**src/rtl/dmem_arbiter_if.sv**
```systemverilog
// Bus bundle between the data-memory arbiter, its two requesters and the memory.
// The arbiter takes the slave view; whoever drives the requesters and the memory takes the master view.
interface dmem_arbiter_if #(
    parameter int ADR_W  = 5,
    parameter int DATA_W = 8
);
    logic              m0_req;
    logic              m0_we;
    logic [ADR_W-1:0]  m0_adr;
    logic [DATA_W-1:0] m0_wdata;
    logic [DATA_W-1:0] m0_rdata;
    logic              m0_done;

    logic              m1_req;
    logic              m1_we;
    logic [ADR_W-1:0]  m1_adr;
    logic [DATA_W-1:0] m1_wdata;
    logic [DATA_W-1:0] m1_rdata;
    logic              m1_done;

    logic [ADR_W-1:0]  mem_adr;
    logic [DATA_W-1:0] mem_data;
    logic              mem_read;
    logic              mem_write;
    logic [DATA_W-1:0] mem_out;

    logic              busy;
    logic              grant_id;

    modport slave (
        input  m0_req, m0_we, m0_adr, m0_wdata,
        input  m1_req, m1_we, m1_adr, m1_wdata,
        input  mem_out,
        output m0_rdata, m0_done, m1_rdata, m1_done,
        output mem_adr, mem_data, mem_read, mem_write,
        output busy, grant_id
    );

    modport master (
        output m0_req, m0_we, m0_adr, m0_wdata,
        output m1_req, m1_we, m1_adr, m1_wdata,
        output mem_out,
        input  m0_rdata, m0_done, m1_rdata, m1_done,
        input  mem_adr, mem_data, mem_read, mem_write,
        input  busy, grant_id
    );
endinterface

```
**src/rtl/dmem_arbiter.sv**
```systemverilog
// Round-robin arbiter and access sequencer for the single-port data memory shared by
// the datapath load/store path (requester 0) and the stack push/pop unit (requester 1).
module dmem_arbiter #(
    parameter int ADR_W         = 5,
    parameter int DATA_W        = 8,
    parameter int ACCESS_CYCLES = 2
) (
    input  logic           clk,
    input  logic           rst,
    dmem_arbiter_if.slave  bus
);
    typedef enum logic [1:0] {IDLE, ACCESS, DONE} state_t;

    localparam logic [3:0] CNT_LOAD = 4'(ACCESS_CYCLES - 1);

    state_t            state_q, state_d;
    logic [3:0]        cnt_q, cnt_d;
    logic              grant_q, grant_d;
    logic              busy_q, busy_d;
    logic              rd_q, rd_d;
    logic              wr_q, wr_d;
    logic [ADR_W-1:0]  adr_q, adr_d;
    logic [DATA_W-1:0] data_q, data_d;
    logic [DATA_W-1:0] rdata0_q, rdata0_d;
    logic [DATA_W-1:0] rdata1_q, rdata1_d;
    logic              done0_q, done0_d;
    logic              done1_q, done1_d;

    logic              anyReq;
    logic              winner;
    logic              winWe;

    // On a tie the requester that did not win last time goes next.
    assign anyReq = bus.m0_req | bus.m1_req;
    assign winner = (bus.m0_req && bus.m1_req) ? ~grant_q : bus.m1_req;
    assign winWe  = winner ? bus.m1_we : bus.m0_we;

    always_ff @(posedge clk or negedge rst) begin
        if (!rst) begin
            state_q  <= IDLE;
            cnt_q    <= '0;
            grant_q  <= 1'b1;
            busy_q   <= 1'b0;
            rd_q     <= 1'b0;
            wr_q     <= 1'b0;
            adr_q    <= '0;
            data_q   <= '0;
            rdata0_q <= '0;
            rdata1_q <= '0;
            done0_q  <= 1'b0;
            done1_q  <= 1'b0;
        end else begin
            state_q  <= state_d;
            cnt_q    <= cnt_d;
            grant_q  <= grant_d;
            busy_q   <= busy_d;
            rd_q     <= rd_d;
            wr_q     <= wr_d;
            adr_q    <= adr_d;
            data_q   <= data_d;
            rdata0_q <= rdata0_d;
            rdata1_q <= rdata1_d;
            done0_q  <= done0_d;
            done1_q  <= done1_d;
        end
    end

    // Strobes are raised on the grant edge and dropped on the edge that leaves ACCESS,
    // so they stay high for exactly ACCESS_CYCLES cycles.
    always_comb begin
        state_d  = state_q;
        cnt_d    = cnt_q;
        grant_d  = grant_q;
        busy_d   = busy_q;
        rd_d     = rd_q;
        wr_d     = wr_q;
        adr_d    = adr_q;
        data_d   = data_q;
        rdata0_d = rdata0_q;
        rdata1_d = rdata1_q;
        done0_d  = done0_q;
        done1_d  = done1_q;

        case (state_q)
            IDLE: begin
                if (anyReq) begin
                    state_d = ACCESS;
                    grant_d = winner;
                    cnt_d   = CNT_LOAD;
                    busy_d  = 1'b1;
                    adr_d   = winner ? bus.m1_adr : bus.m0_adr;
                    data_d  = winner ? bus.m1_wdata : bus.m0_wdata;
                    wr_d    = winWe;
                    rd_d    = ~winWe;
                end
            end
            ACCESS: begin
                if (cnt_q == 4'd0) begin
                    state_d = DONE;
                    rd_d    = 1'b0;
                    wr_d    = 1'b0;
                    if (grant_q) begin
                        done1_d = 1'b1;
                    end else begin
                        done0_d = 1'b1;
                    end
                    if (rd_q && grant_q) begin
                        rdata1_d = bus.mem_out;
                    end else if (rd_q) begin
                        rdata0_d = bus.mem_out;
                    end
                end else begin
                    cnt_d = cnt_q - 4'd1;
                end
            end
            DONE: begin
                state_d = IDLE;
                busy_d  = 1'b0;
                done0_d = 1'b0;
                done1_d = 1'b0;
            end
            default: begin
                state_d = IDLE;
            end
        endcase
    end

    assign bus.mem_adr   = adr_q;
    assign bus.mem_data  = data_q;
    assign bus.mem_read  = rd_q;
    assign bus.mem_write = wr_q;
    assign bus.m0_rdata  = rdata0_q;
    assign bus.m1_rdata  = rdata1_q;
    assign bus.m0_done   = done0_q;
    assign bus.m1_done   = done1_q;
    assign bus.busy      = busy_q;
    assign bus.grant_id  = grant_q;

endmodule

```
**src/flat_wrapper.sv**
```systemverilog
// flat-port wrapper written by rule: the top's interface ports become plain ports
module dmem_arbiter_flat 
#(
    parameter int ADR_W         = 5,
    parameter int DATA_W        = 8,
    parameter int ACCESS_CYCLES = 2
)
  (clk, rst, bus_m0_req, bus_m0_we, bus_m0_adr, bus_m0_wdata, bus_m1_req, bus_m1_we, bus_m1_adr, bus_m1_wdata, bus_mem_out, bus_m0_rdata, bus_m0_done, bus_m1_rdata, bus_m1_done, bus_mem_adr, bus_mem_data, bus_mem_read, bus_mem_write, bus_busy, bus_grant_id);
  dmem_arbiter_if #(.ADR_W(ADR_W), .DATA_W(DATA_W)) bus_i ();
  input  logic clk;
  input  logic rst;
  input wire logic [$bits(bus_i.m0_req)-1:0] bus_m0_req;
  input wire logic [$bits(bus_i.m0_we)-1:0] bus_m0_we;
  input wire logic [$bits(bus_i.m0_adr)-1:0] bus_m0_adr;
  input wire logic [$bits(bus_i.m0_wdata)-1:0] bus_m0_wdata;
  input wire logic [$bits(bus_i.m1_req)-1:0] bus_m1_req;
  input wire logic [$bits(bus_i.m1_we)-1:0] bus_m1_we;
  input wire logic [$bits(bus_i.m1_adr)-1:0] bus_m1_adr;
  input wire logic [$bits(bus_i.m1_wdata)-1:0] bus_m1_wdata;
  input wire logic [$bits(bus_i.mem_out)-1:0] bus_mem_out;
  output wire logic [$bits(bus_i.m0_rdata)-1:0] bus_m0_rdata;
  output wire logic [$bits(bus_i.m0_done)-1:0] bus_m0_done;
  output wire logic [$bits(bus_i.m1_rdata)-1:0] bus_m1_rdata;
  output wire logic [$bits(bus_i.m1_done)-1:0] bus_m1_done;
  output wire logic [$bits(bus_i.mem_adr)-1:0] bus_mem_adr;
  output wire logic [$bits(bus_i.mem_data)-1:0] bus_mem_data;
  output wire logic [$bits(bus_i.mem_read)-1:0] bus_mem_read;
  output wire logic [$bits(bus_i.mem_write)-1:0] bus_mem_write;
  output wire logic [$bits(bus_i.busy)-1:0] bus_busy;
  output wire logic [$bits(bus_i.grant_id)-1:0] bus_grant_id;
  assign bus_i.m0_req = bus_m0_req;
  assign bus_i.m0_we = bus_m0_we;
  assign bus_i.m0_adr = bus_m0_adr;
  assign bus_i.m0_wdata = bus_m0_wdata;
  assign bus_i.m1_req = bus_m1_req;
  assign bus_i.m1_we = bus_m1_we;
  assign bus_i.m1_adr = bus_m1_adr;
  assign bus_i.m1_wdata = bus_m1_wdata;
  assign bus_i.mem_out = bus_mem_out;
  assign bus_m0_rdata = bus_i.m0_rdata;
  assign bus_m0_done = bus_i.m0_done;
  assign bus_m1_rdata = bus_i.m1_rdata;
  assign bus_m1_done = bus_i.m1_done;
  assign bus_mem_adr = bus_i.mem_adr;
  assign bus_mem_data = bus_i.mem_data;
  assign bus_mem_read = bus_i.mem_read;
  assign bus_mem_write = bus_i.mem_write;
  assign bus_busy = bus_i.busy;
  assign bus_grant_id = bus_i.grant_id;
  dmem_arbiter #(.ADR_W(ADR_W), .DATA_W(DATA_W), .ACCESS_CYCLES(ACCESS_CYCLES)) u_core (.clk(clk), .rst(rst), .bus(bus_i));
endmodule
```
**config.mk**
```make
export PLATFORM = sky130hd
export DESIGN_NAME = dmem_arbiter_flat
export DESIGN_NICKNAME = d
export VERILOG_FILES = /design/src/rtl/dmem_arbiter_if.sv /design/src/rtl/dmem_arbiter.sv /design/src/flat_wrapper.sv
export SDC_FILE = /design/constraint.sdc
export NUM_CORES = 1
export LEC_CHECK = 0
export CELL_PAD_IN_SITES_DETAIL_PLACEMENT = 0
export CELL_PAD_IN_SITES_GLOBAL_PLACEMENT = 1
export CORE_ASPECT_RATIO = 1.4
export CORE_MARGIN = 1
export CORE_UTILIZATION = 30
export DETAILED_ROUTE_END_ITERATION = 6
export GPL_TIMING_DRIVEN = 0
export PLACE_DENSITY = 0.8
export SLEW_MARGIN = 20
export SYNTH_ARGS = -nofsm -noshare
export SYNTH_HDL_FRONTEND = slang
export SYNTH_SLANG_ARGS = --single-unit
```
**constraint.sdc**
```tcl
create_clock -name clk -period 1.7 [get_ports clk]
set_input_delay 0.34 -clock clk [delete_from_list [all_inputs] [get_ports clk]]
set_output_delay 0.34 -clock clk [all_outputs]
set_load 0.05 [all_outputs]
```
# --- Word level (Yosys, flattened, before mapping) ---
# Cells that the tools add are included.
totals:
  input_bits: 40
  regBits: 41
  out_inout_bits: 35
classes:
  n_eq_ne: 7
  muxes: 23
  bitwise_logic: 4
  n_addsub: 1
  n_reduce_logical: 16
ops:
  columns: ["cell", "count"]
  rows:
  - ["3-bit AND reduction", 5]
  - ["1-bit 2-to-1 mux", 10]
  - ["1-bit one-hot mux with 2 select lines", 5]
  - ["4-bit 2-to-1 mux", 2]
  - ["8-bit 2-to-1 mux", 1]
  - ["4-bit one-hot mux with 2 select lines", 1]
  - ["2-bit by 1-bit inequality test with 1-bit output (second input constant)", 3]
  - ["2-bit AND reduction", 3]
  - ["2-bit nonzero test", 3]
  - ["5-bit 2-to-1 mux", 1]
  - ["4-bit zero test", 1]
  - ["2-bit 2-to-1 mux", 2]
  - ["2-bit inequality test (second input constant)", 2]
  - ["2-bit one-hot mux with 2 select lines", 1]
  - ["4-bit AND reduction", 1]
  - ["4-bit by 1-bit subtractor with 4-bit output (second input constant)", 1]
  - ["1-bit inverter", 3]
  - ["2-bit by 1-bit equality test with 1-bit output (second input constant)", 1]
  - ["2-bit equality test (second input constant)", 1]
  - ["1-bit logical AND", 2]
  - ["2-bit zero test", 1]
  - ["1-bit bitwise OR", 1]

# --- Longest topological paths before layout ---
# Gate-level depths: netlist of run 1.
depth:
  word_depth: 6
  ltp_mapped: 5
  mapped_depth_nobuf: 5

# --- Least setup slack after synthesis of run 1 ---
# Ideal clock, no wire load.
synth_timing:
  path_type: "register to register"
  start: "register u_core.grant_q (netlist: u_core.bus.grant_id)"
  end: "register u_core.data_q[6] (netlist: u_core.bus.mem_data[6])"
  n_path_buf: 1
  period_less_slack_ps: 1710
  slack_ps: -10
  setup_time_ps: 125
  path_stages_with_launch: 5
  arrival_ps: 1586
  cell_sequence: "dfstp_2 -> a21boi_2 -> buf_6 -> mux2_1 -> mux2_2"
synth_via:
  elab_chain_len: 3
synth_rtl:
  columns: ["item", "line_no", "text"]
  rows:
  - ["start, declared", "dmem_arbiter.sv:18", "logic grant_q, grant_d;"]
  - ["start signal, assigned", "dmem_arbiter.sv:55", "grant_q <= grant_d;"]
  - ["1-bit inverter", "dmem_arbiter.sv:35", "assign winner = (bus.m0_req && bus.m1_req) ? ~grant_q : bus.m1_req;"]
  - ["1-bit 2-to-1 mux", "dmem_arbiter.sv:35", null]
  - ["8-bit 2-to-1 mux", "dmem_arbiter.sv:92", "data_d = winner ? bus.m1_wdata : bus.m0_wdata;"]
  - ["end signal, assigned", "dmem_arbiter.sv:60", "data_q <= data_d;"]
  - ["end, declared", "dmem_arbiter.sv:23", "logic [DATA_W-1:0] data_q, data_d;"]
# No other way between the ends.
# A chain may end at the register's enable or synchronous reset.

# --- Worst setup path after layout of run 1 ---
# Same ends and word-level chain as after synthesis.

==> Flow_metrics.wiki, run 1 <==
{| class="wikitable"
! Metric !! Value
|-
| Detailed Route WL || a little over 4000 um
|-
| Number of nets in the synthesized netlist || 169
|-
| Later-pin clock latency in the skew report || 0.29 ns
|-
| Fraction of final layout cells sized beyond drive strength 1 || 0.340
|-
| Vias in the first global route || 1,380
|-
| Library cell used as clock root buffer || clkbuf_8
|-
| Number of enable-type register cells in the synthesized netlist || 0
|-
| Starting DRT DRC Count || 49
|-
| Final critical path time including I/O delays and setup || 1.66 ns
|-
| Max Clock Freq || 603 MHz
|-
| Global-route track usage on met3 || 0.0459
|-
| Number of I/O port buffers || 74
|-
| Cell Pwr Density || around 2100 mW/mm2
|-
| Number of violations of the max-capacitance limit || 0
|-
| Maximum VDD drop || ~0.0010 V
|-
| Arrival time at the worst endpoint || approximately 1.8 ns
|-
| Number of cell instances on the worst register-to-register path || 4
|-
| Startpoint type of the worst setup path || flop
|-
| Via count || 1,334
|-
| M1 GR Usage || 0.169
|-
| Max-slew violations || 0
|-
| Layout overhead on the synthesized area || 55.7%
|-
| Critical Setup Path Class || reg -> reg
|-
| Ant diodes || 0
|-
| Number of optimization iterations in the first detailed-route pass || 4
|-
| WL per Instance || 14.2 um
|-
| Worst Tran Pin Value || 0.517 ns
|-
| Post-Route Hold Slack || 0.0178 ns
|-
| Final period util || 0.976
|-
| Proportion of netlist area held by the largest area contributor || 0.546
|-
| Starting utilization of the core area || 0.312
|-
| DRT antenna net count || 0
|-
| Total number of H-tree levels || 2
|-
| Die Y || 94.5 um
|-
| HP Class || in -> async
|-
| Async set or reset register ratio after synthesis || 1.00
|-
| Result of the run || completed
|-
| Cell type with the largest total area after synthesis || dfrtp_1
|-
| Routed vias/inst || 4.68
|-
| Yosys warning total || 0
|-
| Prevailing post-synth register cell || dfrtp_1
|-
| Number of nets in the finished design || ~260
|-
| Number of synthesized register bits || 41
|-
| Cell area after synthesis || 0.00183 mm2
|-
| Count of distinct cell types in the synthesized netlist || 30
|-
| Post-Synthesis Cells || around 130
|-
| Relative slew margins || 0.657
|-
| Worst-case clock skew || around 0.0049 ns
|-
| Critical-path maximum fanout || 6
|-
| Clk pin slew, worst setup/hold paths || 0.07 ns
|-
| Data required time of the worst path || 1.87 ns
|-
| Inserted Clock Buffers || 5
|-
| Total overflow reported by the global router || 0
|-
| Most utilized layer in the global route result || met2
|-
| Antenna violations before repair || 0
|-
| Number of buffers added to fix hold violations after cts || 0
|-
| Mean post-synth cell area || approximately 14 um2
|-
| Met2 Track Usage GR || 0.206
|-
| Placed wire-length estimate after detailed placement || 2930 um
|-
| Number of endpoints with negative hold slack in the final report || 0
|-
| Core Box Area || just under 0.006 mm2
|-
| Crit. End Element || flop
|-
| Cell types occupying the most area after synthesis || dfrtp_1, mux2_2, o21ai_0, mux2i_1, dfstp_2
|-
| First-pass GRT wire length || 6400 um
|-
| Clock sink count || slightly above 40
|-
| Number of rows created at floorplan || 33
|-
| CTS tree || yes
|-
| Die area || between 0.006 and 0.007 mm2
|-
| Final weighted congestion of routability-driven global placement || ~0.7
|-
| Total power of the final layout || 5.92 mW
|-
| Final number of setup-violating endpoints || 0
|-
| P_leak || around 1.3 nW
|-
| Post-detailed-route DRC marker count || 0
|-
| Global Route Usage Sum || 0.134
|-
| Clock buffer depth || 2
|-
| Portion of the post-synthesis area used by sequential elements || 0.561
|-
| Maximum number of pins on one net before global-route repair || 22
|-
| Boundary pin count || 75
|-
| Die boundary width || 68.0 um
|}
[metrics by stage]
step                      instances  setup WS (ns)  utilization  TNS, ns  area (um2)
after global placement          271         -0.815        0.454   -38.47        2660
after CTS                       280         -0.133        0.469    -1.27        2750
after global routing            285        -0.0112        0.486  -0.0548        2850
after floorplan                 127         0.0350            -        0        1840
after detailed placement        272         -0.445        0.458    -5.61        2690
final                           285         0.0408        0.486        0        2850
[logic make-up after synthesis]
logic type,Yosys count,share of synthesized area
flops,41,0.561
buf+inv,5,0.0164
fa+ha+maj,2,0.0137
simple gates,19,0.0813
compound gates,15,0.0533
mux,45,0.275
[layout by cell type (no fill, tap or decap), types with 4 or more instances in the layout]
cell	n
o21ai_0	6
buf_4	4
nand2_1	4
mux2_4	5
mux2_2	37
dlygate4sd2_1	33
clkdlybuf4s50_1	36
dfrtp_1	39
clkbuf_8	5
[sequential cells by signal (all words and copies together) (netlist names)]
| register | cells |
|---|---|
| u_core.bus.m0_rdata | 8 |
| u_core.bus.m1_rdata | 8 |
| u_core.bus.mem_data | 8 |
| u_core.bus.mem_adr | 5 |
| u_core.cnt_q | 4 |
| u_core.state_q | 2 |
| u_core.bus.busy | 1 |
| u_core.bus.grant_id | 1 |
| u_core.bus.m0_done | 1 |
| u_core.bus.m1_done | 1 |
| u_core.bus.mem_read | 1 |
| u_core.bus.mem_write | 1 |
[critical path, cell delays in order (launching register included)]
cell and delay (ns):
dfstp_4 0.49, a21boi_4 0.29, clkbuf_16 0.22, mux2_4 0.29, mux2_4 0.25
[metal layers]
metal | part of all wire | routed length, um
met5 | 0 | 0
met4 | 0.013 | 54
met3 | 0.071 | 289
met2 | 0.48 | 1960
met1 | 0.43 | 1750
[final cells by class]
type	instances	area [um2]
plain buffers	2	26.3
clock buffers	8	80.1
fillers	535	3010
inverters	3	11.3
multi-input cells	81	842
flip-flops and latches	41	1030
well taps	70	87.6
repair buffers	80	772
[where the power goes]
part,switching (mW),leakage [nW],internal [mW],total [mW]
Sequential,0.305,0.480,1.49,1.79
Combinational,2.26,0.768,1.26,3.52
Clock,0.314,0.0395,0.292,0.606
[synth_stat cells (2+ instances only)]
library cell and number:
dfrtp_1 40, ha_1 2, inv_1 3, mux2_2 41, mux2i_1 3, nand2_1 4
nand3_1 3, nor2_1 2, o21ai_0 7, o2bb2ai_1 2
[worst paths after layout]
kind,startpoint,to,slack (ns)
worst max-delay path,u_core.bus.grant_id,u_core.bus.mem_data[6],0.04
worst min-delay path,rst,u_core.bus.m0_rdata[0],0.02
worst max register to register,u_core.bus.grant_id,u_core.bus.mem_data[6],0.04
worst min register to register,u_core.bus.m0_done,u_core.bus.m0_done,0.48
max in group asynchronous,rst,u_core.bus.grant_id,1.13
min in group clk,bus_m0_req,u_core.bus.grant_id,0.37
[repair_timing]
item                                    CTS  global route
gates resized for setup                  40            21
buffers inserted                          0             4
endpoints found under the setup margin   54            21
pin swaps                                 0             4
hold endpoints to repair                  0             0
cloned                                    0             1
(Power assumes the default switching activity.)
==> inputs of run 2 (changes only) <==
--- a/config.mk
+++ b/config.mk
@@ -8,7 +8,7 @@
 export CELL_PAD_IN_SITES_DETAIL_PLACEMENT = 0
 export CELL_PAD_IN_SITES_GLOBAL_PLACEMENT = 1
 export CORE_ASPECT_RATIO = 1.4
-export CORE_MARGIN = 1
+export CORE_MARGIN = 1.5
 export CORE_UTILIZATION = 30
 export DETAILED_ROUTE_END_ITERATION = 6
 export GPL_TIMING_DRIVEN = 0
==> Flow_metrics.wiki, run 2 (synthesis gave the netlist of run 1 again) <==
{| class="wikitable"
! Metric !! Value
|-
| Total number of H-tree levels || 2 (unchanged)
|-
| Arrival time at the worst endpoint || 1.84 ns (about the same)
|-
| Clock sink count || 41 (unchanged)
|-
| Later-pin clock latency in the skew report || 0.29 ns (about the same)
|-
| Starting DRT DRC Count || 14 (-71%)
|-
| Crit. End Element || flop
|-
| Fraction of final layout cells sized beyond drive strength 1 || 0.326 (-0.0140)
|-
| HP Class || in -> reg
|-
| Share of total power in sequential cells || 0.306 (+0.003)
|-
| P_leak || 1.25 nW (-3.1%)
|-
| Setup repair after global routing missed its margin || true
|-
| Final number of setup-violating endpoints || 0 (unchanged)
|-
| Pre-CTS setup slack || -0.440 ns (+0.00477 ns)
|-
| Core Box Area || 0.00586 mm2 (unchanged)
|-
| Combinational share of power || 0.587 (-0.008)
|-
| Boundary pin count || 75 (unchanged)
|-
| Worst setup path startpoint || u_core.cnt_q[0]
|-
| Max Clock Freq || 615 MHz (+2.0%)
|-
| Launching point of the worst reg2reg path || u_core.cnt_q[0]
|-
| Library cell used as clock root buffer || clkbuf_8
|-
| Total power of the final layout || 5.85 mW (-1.1%)
|-
| Worst Tran Pin Value || 0.520 ns (+0.00293 ns)
|-
| Data required time of the worst path || 1.92 ns (+0.05 ns)
|-
| Maximum number of pins on one net before global-route repair || 29 (+32%)
|-
| Relative slew margins || 0.655 (-0.00194)
|-
| Starting utilization of the core area || 0.312 (unchanged)
|-
| Hold Crit Depth || 2
|-
| Switching power share of the total || 0.484 (-0.00269)
|-
| Crit path largest cell delay || 0.62 ns (+0.13 ns)
|-
| CP Cell Sequence || inv_1 > ha_4 > or3b_4 > or4bb_2 > o21ai_2
|-
| Routed vias/inst || 4.73 (+0.97%)
|-
| Die boundary width || 69.0 um (+1.5%)
|-
| Detailed Route WL || 3910 um (-3.5%)
|-
| Inserted Clock Buffers || 5 (unchanged)
|-
| Worst min-delay path startpoint || bus_m0_req
|-
| Worst setup slack after layout || 0.0734 ns (+0.0326 ns)
|-
| Vias in the first global route || 1,364 (-1.2%)
|-
| Startpoint type of the worst setup path || flop
|-
| Die area || 0.00659 mm2 (+2.5%)
|-
| Number of nets in the finished design || 257 (+0.39%)
|-
| Clk network pwr share || 0.108 (+0.006)
|-
| CTS tree || yes
|-
| WL per Instance || 13.7 um (-3.5%)
|-
| Placed wire-length estimate after detailed placement || 2950 um (+0.78%)
|-
| Cell Pwr Density || 2100 mW/mm2 (+0.96%)
|-
| Critical Setup Path Class || reg -> reg
|-
| Number of rows created at floorplan || 33 (unchanged)
|-
| Number of endpoints with negative hold slack in the final report || 0 (unchanged)
|-
| Number of violations of the max-capacitance limit || 0 (unchanged)
|-
| Worst-case clock skew || 0.00368 ns (-0.00125 ns)
|-
| Via count || 1,347 (+0.97%)
|-
| NetSw || 2.83 mW (-1.7%)
|-
| Final period util || 0.957 (-0.0192)
|-
| Result of the run || completed
|-
| Slowest CP cell || or4bb_2
|-
| Layout overhead on the synthesized area || 52.5%
|-
| Design internal power || 3.02 mW (-0.60%)
|-
| Antenna violations before repair || 0 (unchanged)
|-
| Post-detailed-route DRC marker count || 0 (unchanged)
|-
| Ant diodes || 0 (unchanged)
|-
| Max-slew violations || 0 (unchanged)
|-
| Commonest non-fill, non-tap cells in the layout || mux2_2, dfrtp_1, clkdlybuf4s50_1, dlygate4sd2_1
|-
| Number of optimization iterations in the first detailed-route pass || 4 (unchanged)
|-
| Final weighted congestion of routability-driven global placement || 0.676 (-3.1%)
|-
| Maximum VDD drop || 0.000873 V (-15%)
|-
| Clk pin slew, worst setup/hold paths || 0.07 ns (about the same)
|-
| Total overflow reported by the global router || 0 (unchanged)
|-
| Number of I/O port buffers || 74 (unchanged)
|-
| Final critical path time including I/O delays and setup || 1.63 ns (-0.0326 ns)
|-
| Critical-path maximum fanout || 5 (-1)
|-
| Most common cell after layout, fill and taps aside || mux2_2
|-
| First-pass GRT wire length || 6540 um (+2.2%)
|-
| Die Y || 95.5 um (+1.1%)
|-
| DRT antenna net count || 0 (unchanged)
|-
| Global Route Usage Sum || 0.125 (-0.00886)
|-
| Number of cell instances on the worst register-to-register path || 5 (+1)
|-
| Clock buffer depth || 2 (unchanged)
|}
==> run 2: cell types whose count changed in the layout (fill, tap and decap cells not counted), moves of 2 or more <==
cell | before | now
dlygate4sd2_1 | 33 | 36
mux2_2 | 37 | 41
clkbuf_2 | 2 | 0
dlymetal6s2s_1 | 2 | 0
mux2_4 | 5 | 0
clkbuf_1 | 3 | 1
==> run 2: final timing paths <==
check	to	slack, ns
min	u_core.bus.grant_id	0.46
max in group asynchronous	u_core.bus.m0_rdata[6]	0.74
max reg2reg	u_core.cnt_q[1]	0.07
max	u_core.cnt_q[1]	0.07
min reg2reg	u_core.bus.m0_done	0.49
min in group asynchronous	u_core.bus.busy	0.49
==> run 2: power by group through the flow <==
| stage | clock network [mW] | logic (mW) | registers (mW) |
|---|---|---|---|
| 2_1_floorplan | 0 | 0.964 | 3.29 |
| 3_3_place_gp | 0 | 3.61 | 1.81 |
| 3_5_place_dp | 0 | 3.63 | 1.83 |
| 4_1_cts | 0.657 | 3.39 | 1.80 |
| 5_1_grt | 0.693 | 3.63 | 1.86 |
| 6_report | 0.629 | 3.43 | 1.79 |
==> run 2: layout make-up <==
class	count	area, um2
plain buffers	2	22.5
clock buffers	7	86.3
fillers	559	3070
inverters	3	11.3
multi-input cells	81	801
flip-flops and latches	41	1030
well taps	70	87.6
repair buffers	81	753
==> run 2: worst max-delay path: cells and delay by family, from the launching register on <==
kind | cells | cell delay [ns]
AOI/OAI and AO/OA | 1 | 0.07
adders and majority gates | 1 | 0.18
DFF | 1 | 0.35
and+or+nand+nor | 2 | 0.88
buffers and inverters | 1 | 0.08
==> run 2: stage by stage <==
step | util | instances | TNS, ns | hold slack [ns] | cell area, um2
6_report | 0.476 | 285 | 0 | 0.458 | 2790
5_1_grt | 0.476 | 285 | -0.0930 | 0.479 | 2790
4_1_cts | 0.470 | 281 | -0.00476 | 0.437 | 2760
3_5_place_dp | 0.457 | 272 | -5.31 | 0.271 | 2680
3_3_place_gp | 0.454 | 271 | -36.69 | 0.467 | 2660
2_1_floorplan | - | 127 | 0 | 0.0444 | 1840
==> run 2: per-layer routing <==
layer,global-route usage,up-vias,wire (um)
li1,-,645,-
met1,0.152,655,1570
met2,0.209,42,2010
met3,0.0391,5,276
met4,0.0490,0,55
met5,0,-,0
==> run 2: repair_timing <==
action                                  4_1_cts  5_1_grt
hold endpoints to repair                     12        0
hold buffers                                  1        0
endpoints found under the setup margin       46       22
pin swaps                                     0        2
buffers inserted                              1        4
gates resized for setup                      43        6
cloned                                        0        0
